===== config.mk =====
export PLATFORM = sky130hd
export DESIGN_NAME = uart_encoder
export DESIGN_NICKNAME = d
export VERILOG_FILES = /design/src/rtl/uart_encoder.sv
export SDC_FILE = /design/constraint.sdc
export NUM_CORES = 1
export LEC_CHECK = 0
export ABC_CLOCK_PERIOD_IN_PS = 5900
export CORE_UTILIZATION = 45
export DETAILED_ROUTE_END_ITERATION = 10
export PLACE_DENSITY = 0.73
export SETUP_SLACK_MARGIN = 0.05
export SKIP_LAST_GASP = 1
export SYNTH_ARGS = -nofsm -noshare
export SYNTH_HDL_FRONTEND = slang
export SYNTH_SLANG_ARGS = --single-unit

===== constraint.sdc =====
create_clock -name clk -period 5.9 [get_ports clk]
set_clock_uncertainty 0.15 [all_clocks]
set_input_delay 0.59 -clock clk [delete_from_list [all_inputs] [get_ports clk]]
set_output_delay 0.59 -clock clk [all_outputs]
set_load 0.01 [all_outputs]

===== src/rtl/uart_encoder.sv =====
// Game-state framer: snapshots local state and writes an eight-byte opcoded
// frame into the UART TX FIFO every FRAME_GAP idle cycles.
module uart_encoder #(
   parameter int FRAME_GAP = 1000,
   parameter int CNT_W     = $clog2(FRAME_GAP + 1)
) (
   input  logic       clk,
   input  logic       rst,
   input  logic       tx_enable,
   input  logic       local_shooter,
   input  logic       game_starts,
   input  logic       back_to_start,
   input  logic [9:0] keeper_pos,
   input  logic [9:0] x_shooter,
   input  logic [9:0] y_shooter,
   input  logic [2:0] score_player,
   input  logic       is_scored,
   input  logic       multi_input,
   input  logic       tx_full,
   output logic       wr_uart,
   output logic [7:0] w_data,
   output logic       frame_done
);

   localparam logic [1:0] IDLE  = 2'd0;
   localparam logic [1:0] LATCH = 2'd1;
   localparam logic [1:0] SEND  = 2'd2;

   localparam logic [CNT_W-1:0] GAP_MAX = CNT_W'(FRAME_GAP);

   logic [1:0]       state;
   logic [CNT_W-1:0] gap_cnt;
   logic [2:0]       idx;
   logic             last_p0;
   logic [7:0]       cur_byte;

   logic       snap_s;
   logic       snap_g;
   logic       snap_b;
   logic [9:0] snap_kp;
   logic [9:0] snap_x;
   logic [9:0] snap_y;
   logic [2:0] snap_sc;
   logic       snap_is;
   logic       snap_mi;

   // back_to_start overrides game_starts in the sync byte
   always_comb begin
      cur_byte = 8'h00;
      case (idx)
         3'd0:    cur_byte = {snap_s & snap_g & ~snap_b, snap_g & ~snap_b, snap_b, 2'b01, 3'b000};
         3'd1:    cur_byte = {snap_kp[4:0], 3'b001};
         3'd2:    cur_byte = {snap_kp[9:5], 3'b010};
         3'd3:    cur_byte = {snap_x[4:0], 3'b011};
         3'd4:    cur_byte = {snap_x[9:5], 3'b100};
         3'd5:    cur_byte = {snap_y[4:0], 3'b101};
         3'd6:    cur_byte = {snap_y[9:5], 3'b110};
         default: cur_byte = {snap_mi, snap_is, snap_sc, 3'b111};
      endcase
   end

   always_ff @(posedge clk or negedge rst) begin
      if (!rst) begin
         state      <= IDLE;
         gap_cnt    <= '0;
         idx        <= 3'd0;
         last_p0    <= 1'b0;
         wr_uart    <= 1'b0;
         w_data     <= 8'h00;
         frame_done <= 1'b0;
         snap_s     <= 1'b0;
         snap_g     <= 1'b0;
         snap_b     <= 1'b0;
         snap_kp    <= 10'd0;
         snap_x     <= 10'd0;
         snap_y     <= 10'd0;
         snap_sc    <= 3'd0;
         snap_is    <= 1'b0;
         snap_mi    <= 1'b0;
      end else begin
         wr_uart    <= 1'b0;
         last_p0    <= 1'b0;
         frame_done <= last_p0;
         case (state)
            IDLE: begin
               if (gap_cnt == GAP_MAX && tx_enable) begin
                  state   <= LATCH;
                  gap_cnt <= '0;
               end else if (gap_cnt != GAP_MAX) begin
                  gap_cnt <= gap_cnt + CNT_W'(1);
               end
            end
            LATCH: begin
               snap_s  <= local_shooter;
               snap_g  <= game_starts;
               snap_b  <= back_to_start;
               snap_kp <= keeper_pos;
               snap_x  <= x_shooter;
               snap_y  <= y_shooter;
               snap_sc <= score_player;
               snap_is <= is_scored;
               snap_mi <= multi_input;
               idx     <= 3'd0;
               state   <= SEND;
            end
            SEND: begin
               // a full FIFO freezes index and data so nothing is lost or repeated
               if (!tx_full) begin
                  wr_uart <= 1'b1;
                  w_data  <= cur_byte;
                  idx     <= idx + 3'd1;
                  if (idx == 3'd7) begin
                     last_p0 <= 1'b1;
                     gap_cnt <= '0;
                     state   <= IDLE;
                  end
               end
            end
            default: state <= IDLE;
         endcase
      end
   end

endmodule


==> results.txt, run 1 <==
Hold Vio Cnt, Final: 0
Comb pwr share: 0.322
Pin count of the biggest net entering global routing: 65
Largest family of logic cells by synthesized area: simple AND/OR/NAND/NOR gates
Routed Antenna Nets: 0
Root buffer cell: clkbuf_8
Initial antenna violation count: 0
Maxcap violations: 0
Max Slew Vio Count: 0
Unrepaired setup endpoints after global routing: false
Post-CTS Resized: 0
CTS tree: yes
Sink Count: 64
Post-Layout Cell Count: 458
Status: complete, no violations
First-pass GRT wire length: 11.1 mm
Leading area contributor after synthesis: dfrtp_1
Final Critical Period: 2.26 ns
Io pins: 52
Syn-to-layout area delta: 25.5%
Adder-Cell Fraction of Synth Area: 0.0335
Synth Area in Compound Gates: 0.117
Clk_lat worst skew: 0.33 ns
Area of the mapped netlist: 2980 um^2
Placed cells: 444
Max Root-Sink Buffers: 2
Clk pwr share: 0.271
Via count: 2475
CTS clk-pin slew, worst paths: 0.07 ns
Post-Syn Area per Cell: 8.99 um^2
Synth top cells by count: 134 x nand2_1, 64 x dfrtp_1, 17 x clkbuf_1
# diodes: 0
Placement-stage cell area: 3540 um^2
Residual DRC: 0
Total grt overflow: 0
Critical path class: register to register
Sequential area share after synthesis: 0.537
Sw power: 0.504 mW
Die area: 6960 um^2
Max VDD drop: 0.314 mV
Min-Delay Endpoint: frame_done$_DFF_PN0_
Die X: 83.4 um
Post-synth top area share: 0.537
Synth Flop Type: dfrtp_1
DR vias/cell: 5.40
EDFF count, synth: 0
Fin crit share: 0.383
Core Area: 6390 um^2
CP required: 6.01 ns
WL per Instance: 14.4 um
Detailed Route WL: 6.61 mm
Int Pwr: 0.984 mW
Cell area after layout: 3740 um^2
Reg2reg end: gap_cnt[5]$_DFFE_PN0P_
Total Power: 1.49 mW
Setup TNS: 0 ns
Seq pwr share: 0.408
Nets: 428
Fmax: 442 MHz
Worst r2r src: gap_cnt[0]$_DFFE_PN0P_
WP data arrival: 2.37 ns
Vias in the first global route: 2309
Syn nets: 382
GP Congestion: 0.817
Yosys cell types: 43
Cells on Worst Hold Path: 0
Post-Synth XOR/XNOR Area: 0.00294
Die height: 83.4 um
Port Buffers: 51
DP HPWL: 4.45 mm
Worst rel slew slack: 0.435
Synth Instances: 332
R2r worst-path depth: 6
Hold_buf cts: 0
Main area contributors after synthesis: dfrtp_1 54%, nand2_1 17%, ha_1 3.4%, clkbuf_1 2.1%, o21ai_0 2.0%
Post-CTS Setup Bufs: 0
Synthesized flop and latch total: 64
Mux contribution to synthesized area: 0.0222
Switching part of the total: 0.339
Simple logic cell fraction of the synthesized area: 0.249
Worst hold start: last_p0$_DFF_PN0_
Row Count: 29
Pwr dens: 397 nW/um^2
Tot GR Track Use: 0.201
Crit. End Element: register
Crit path max fanout: 5
Count leader, synth: nand2_1
Layout cells sized above 1: 0.0709
Hold_ws: 0.203 ns
Total CTS buffers: 9
Yosys warning count: 0
Pre-antenna DRT Iters: 4
Async SR Flop Fraction: 1.00
H-tree lvl count: 3
Critical Path Source Type: register
R2R Setup Slk: 3.64 ns
LEAKAGE: 1.63 nW
Slew @ Worst Pin: 0.842 ns
Starting Density: 0.467
DRT iter0 DRCs: 116
Setup violators final: 0
Tightest Hold Check Type: register to register
## final cells by class
cell class | count | area, um^2
sequential | 64 | 1600
inverter | 11 | 41.3
clock inverter | 4 | 70.1
timing repair buffer | 54 | 528
multi-input combinational | 238 | 1270
fill | 582 | 2640
tap | 77 | 96.3
clock buffer | 10 | 138
## per-stage QoR
step	utilization	worst slack [ns]
2_1_floorplan	-	3.72
3_3_place_gp	0.554	3.69
3_5_place_dp	0.554	3.67
4_1_cts	0.586	3.66
5_1_grt	0.586	3.48
6_report	0.586	3.64
## how the worst max path moves through the flow
stage                                   to  depth (start not counted)                    from
finish              gap_cnt[5]$_DFFE_PN0P_                          6  gap_cnt[0]$_DFFE_PN0P_
global route        gap_cnt[5]$_DFFE_PN0P_                          6  gap_cnt[0]$_DFFE_PN0P_
CTS                 gap_cnt[5]$_DFFE_PN0P_                          6  gap_cnt[0]$_DFFE_PN0P_
detailed placement   w_data[5]$_DFFE_PN0P_                          5                 tx_full
global placement     w_data[5]$_DFFE_PN0P_                          5                 tx_full
floorplan            w_data[6]$_DFFE_PN0P_                          7      idx[2]$_DFFE_PN0P_
## per-layer routing
layer	share of wire	track usage	vias to the layer above	wire, um
met5	0	0	-	0
met4	0.0086	0.0462	0	57
met3	0.050	0.0626	7	333
met2	0.46	0.305	70	3050
met1	0.48	0.285	1184	3170
li1	-	-	1214	-
## placed cells by master, fill, tap and decap left out, types with 8 or more instances in the layout
cell and instances:
nand2_1 134, dfrtp_1 64, clkdlybuf4s50_1 50, o21ai_0 12, inv_1 11, clkbuf_8 10
a21oi_1 8, ha_1 8
## kinds of logic (layout without fill, tap and decap cells)
logic type      Yosys count  after routing
flops                    64             64
mux                       6              6
simple gates            173            173
xor+xnor                  1              1
buf+inv                  30             79
fa+ha+maj                 8              8
compound gates           50             50
## power groups by stage
| stage | clock [mW] | sequential (mW) | combinational [mW] |
|---|---|---|---|
| 2_1_floorplan | 0 | 0.580 | 0.327 |
| 3_3_place_gp | 0 | 0.606 | 0.455 |
| 3_5_place_dp | 0 | 0.611 | 0.477 |
| 4_1_cts | 0.411 | 0.604 | 0.478 |
| 5_1_grt | 0.430 | 0.618 | 0.532 |
| 6_report | 0.403 | 0.607 | 0.479 |
## worst max-delay path, cell delays in order (launching register included)
cell and delay, ns:
dfrtp_1 0.40, inv_1 0.06, ha_1 0.22, and4b_4 0.22, a311oi_1 0.74, a41oi_1 0.22, a31oi_1 0.18
## flip-flops by register name, summed over array words and instances (netlist names), 2 cells and up
signal / flops
snap_x: 10
w_data: 8
snap_sc: 3
gap_cnt: 10
idx: 3
snap_y: 10
state: 2
snap_kp: 10
No activity file was read; power rests on OpenSTA's default activity.
==> run 2, diff against run 1 <==
--- a/config.mk
+++ b/config.mk
@@ -5,7 +5,7 @@
 export SDC_FILE = /design/constraint.sdc
 export NUM_CORES = 1
 export LEC_CHECK = 0
-export ABC_CLOCK_PERIOD_IN_PS = 5900
+export ABC_CLOCK_PERIOD_IN_PS = 2300
 export CORE_UTILIZATION = 45
 export DETAILED_ROUTE_END_ITERATION = 10
 export PLACE_DENSITY = 0.73
==> constraint.sdc (replaced) <==
create_clock -name clk -period 2.3 [get_ports clk]
set_clock_uncertainty 0.15 [all_clocks]
set_input_delay 0.23 -clock clk [delete_from_list [all_inputs] [get_ports clk]]
set_output_delay 0.23 -clock clk [all_outputs]
set_load 0.01 [all_outputs]
==> run 2 against run 1 <==
  * Largest power group unchanged
  * Global-route usage grew 0.56 points
  * Sequential share of layout area shrank 0.99 points
  * Wire length shrank 0.53%
  * Total power rose to 2.7 times the previous value
  * Cell count grew 1.7%
  * Critical endpoint is now gap_cnt[8]$_DFFE_PN0P_
  * Clock power rose to 2.8 times the previous value
==> results.txt, run 2 (synthesis results as in run 1) <==
Status: complete, no violations (unchanged)
Sink Count: 64 (unchanged)
Final core utilization: 0.600 (was 0.586)
Routed Antenna Nets: 0 (unchanged)
Row Count: 29 (unchanged)
Port Buffers: 51 (unchanged)
First-pass GRT wire length: 11.3 mm (was 11.1 mm)
Clk_lat worst skew: 0.34 ns (was 0.33 ns)
Placed cells: 450 (was 444)
Core Area: 6390 um^2 (unchanged)
Die X: 83.4 um (unchanged)
Initial antenna violation count: 0 (unchanged)
Max VDD drop: 0.631 mV (was 0.314 mV)
Layout cells sized above 1: 0.0900 (was 0.0709)
Residual DRC: 0 (unchanged)
Placement-stage cell area: 3580 um^2 (was 3540 um^2)
Critical Path Source Type: register (unchanged)
Hold Vio Cnt, Final: 0 (unchanged)
LEAKAGE: 1.68 nW (was 1.63 nW)
Max Slew Vio Count: 0 (unchanged)
Starting Density: 0.467 (unchanged)
Setup violators final: 0 (unchanged)
# diodes: 0 (unchanged)
Worst rel slew slack: 0.580 (was 0.435)
Post-Layout Cell Count: 466 (was 458)
Slew @ Worst Pin: 0.630 ns (was 0.842 ns)
Via count: 2482 (was 2475)
WL met3: 298 um (was 333 um)
CTS clk-pin slew, worst paths: 0.06 ns (was 0.07 ns)
Cell area after layout: 3830 um^2 (was 3740 um^2)
DRT iter0 DRCs: 151 (was 116)
Critical path class: register to register (unchanged)
Syn-to-layout area delta: 28.5% (was 25.5%)
Hold_ws: 0.197 ns (was 0.203 ns)
Die area: 6960 um^2 (unchanged)
Setup TNS: 0 ns (unchanged)
Detailed Route WL: 6.57 mm (was 6.61 mm)
WL per Instance: 14.1 um (was 14.4 um)
Max Root-Sink Buffers: 2 (unchanged)
Tot GR Track Use: 0.207 (was 0.201)
Fin crit share: 0.925 (was 0.383)
WP data arrival: 2.23 ns (was 2.37 ns)
CP required: 2.41 ns (was 6.01 ns)
CTS tree: yes (unchanged)
Routed length on met1: 3.19 mm (was 3.17 mm)
Root buffer cell: clkbuf_8 (unchanged)
Crit path max fanout: 8 (was 5)
Pre-antenna DRT Iters: 4 (unchanged)
Final Critical Period: 2.13 ns (was 2.26 ns)
Pwr dens: 1030 nW/um^2 (was 397 nW/um^2)
Fmax: 470 MHz (was 442 MHz)
Die height: 83.4 um (unchanged)
Total CTS buffers: 9 (unchanged)
Maxcap violations: 0 (unchanged)
Post-CTS Setup Bufs: 0 (unchanged)
Crit. End Element: register (unchanged)
Most common cell after layout, fill and taps aside: nand2_1 (unchanged)
H-tree lvl count: 3 (unchanged)
Uppermost layer routed: met4 (unchanged)
Unrepaired setup endpoints after global routing: false (unchanged)
Nets: 435 (was 428)
Pin count of the biggest net entering global routing: 40 (was 65)
Vias in the first global route: 2396 (was 2309)
Tightest Hold Check Type: register to register (unchanged)
DR vias/cell: 5.33 (was 5.40)
Fill cells: 564 (was 582)
Most frequent cells in the layout: 134 x nand2_1, 64 x dfrtp_1, 50 x clkdlybuf4s50_1 (unchanged)
Metal2 WL: 3.00 mm (was 3.05 mm)
Io pins: 52 (unchanged)
GP Congestion: 0.878 (was 0.817)
DP HPWL: 4.64 mm (was 4.45 mm)
Total grt overflow: 0 (unchanged)
run 2: cell count changes in the layout (fill, tap and decap cells not counted), sizes merged:
cell and change:
dlygate4sd3 +1, clkinv -2, buf +6, clkbuf +3
run 2: routing by layer:
layer	GRT usage	vias to the layer above
met4	0.0740	0
met5	0	-
met2	0.312	55
met1	0.293	1192
li1	-	1228
met3	0.0487	7
run 2: report_power, final:
part | internal, mW | switching [mW] | leakage, nW
clock network | 0.723 | 0.417 | 0.122
logic | 0.628 | 0.687 | 0.897
registers | 1.31 | 0.197 | 0.657
total | 2.67 | 1.30 | 1.68
run 2: final timing paths:
kind / from / end / slack (ns) / cells past startpoint
min reg2reg: last_p0$_DFF_PN0_ / frame_done$_DFF_PN0_ / 0.20 / 0
min in group asynchronous: rst / snap_mi$_DFFE_PN0P_ / 0.29 / 2
max reg2reg: gap_cnt[0]$_DFFE_PN0P_ / gap_cnt[8]$_DFFE_PN0P_ / 0.17 / 6
min: last_p0$_DFF_PN0_ / frame_done$_DFF_PN0_ / 0.20 / 0
max in group asynchronous: rst / w_data[4]$_DFFE_PN0P_ / 1.05 / 3
max: gap_cnt[0]$_DFFE_PN0P_ / gap_cnt[8]$_DFFE_PN0P_ / 0.17 / 6
run 2: layout make-up:
class / instances / area, um^2 / area share
inverters: 11 / 41.3 / 0.0108
flip-flops and latches: 64 / 1600 / 0.418
multi-input cells: 238 / 1270 / 0.332
repair buffers: 61 / 583 / 0.152
clock buffers: 13 / 179 / 0.0467
clock inverters: 2 / 60.1 / 0.0157
well taps: 77 / 96.3 / 0.0251
run 2: per-stage QoR:
step                      total power [mW]  worst slack (ns)
final                                 3.97             0.173
after global routing                  4.23            0.0707
after CTS                             3.98             0.168
after detailed placement              2.83             0.183
after global placement                2.79             0.220
after floorplan                       2.33             0.121
run 2: critical path: stages (launching register included):
cell	delay (ns)
dfrtp_1	0.41
inv_1	0.06
ha_1	0.20
and4b_4	0.21
a311o_1	0.41
or4_1	0.52
o221ai_1	0.08
run 2: what timing repair did:
action	4_1_cts	5_1_grt
hold buffers	1	0
endpoints found under the setup margin	0	1
resized for setup	0	1
endpoints found under the hold margin	26	0
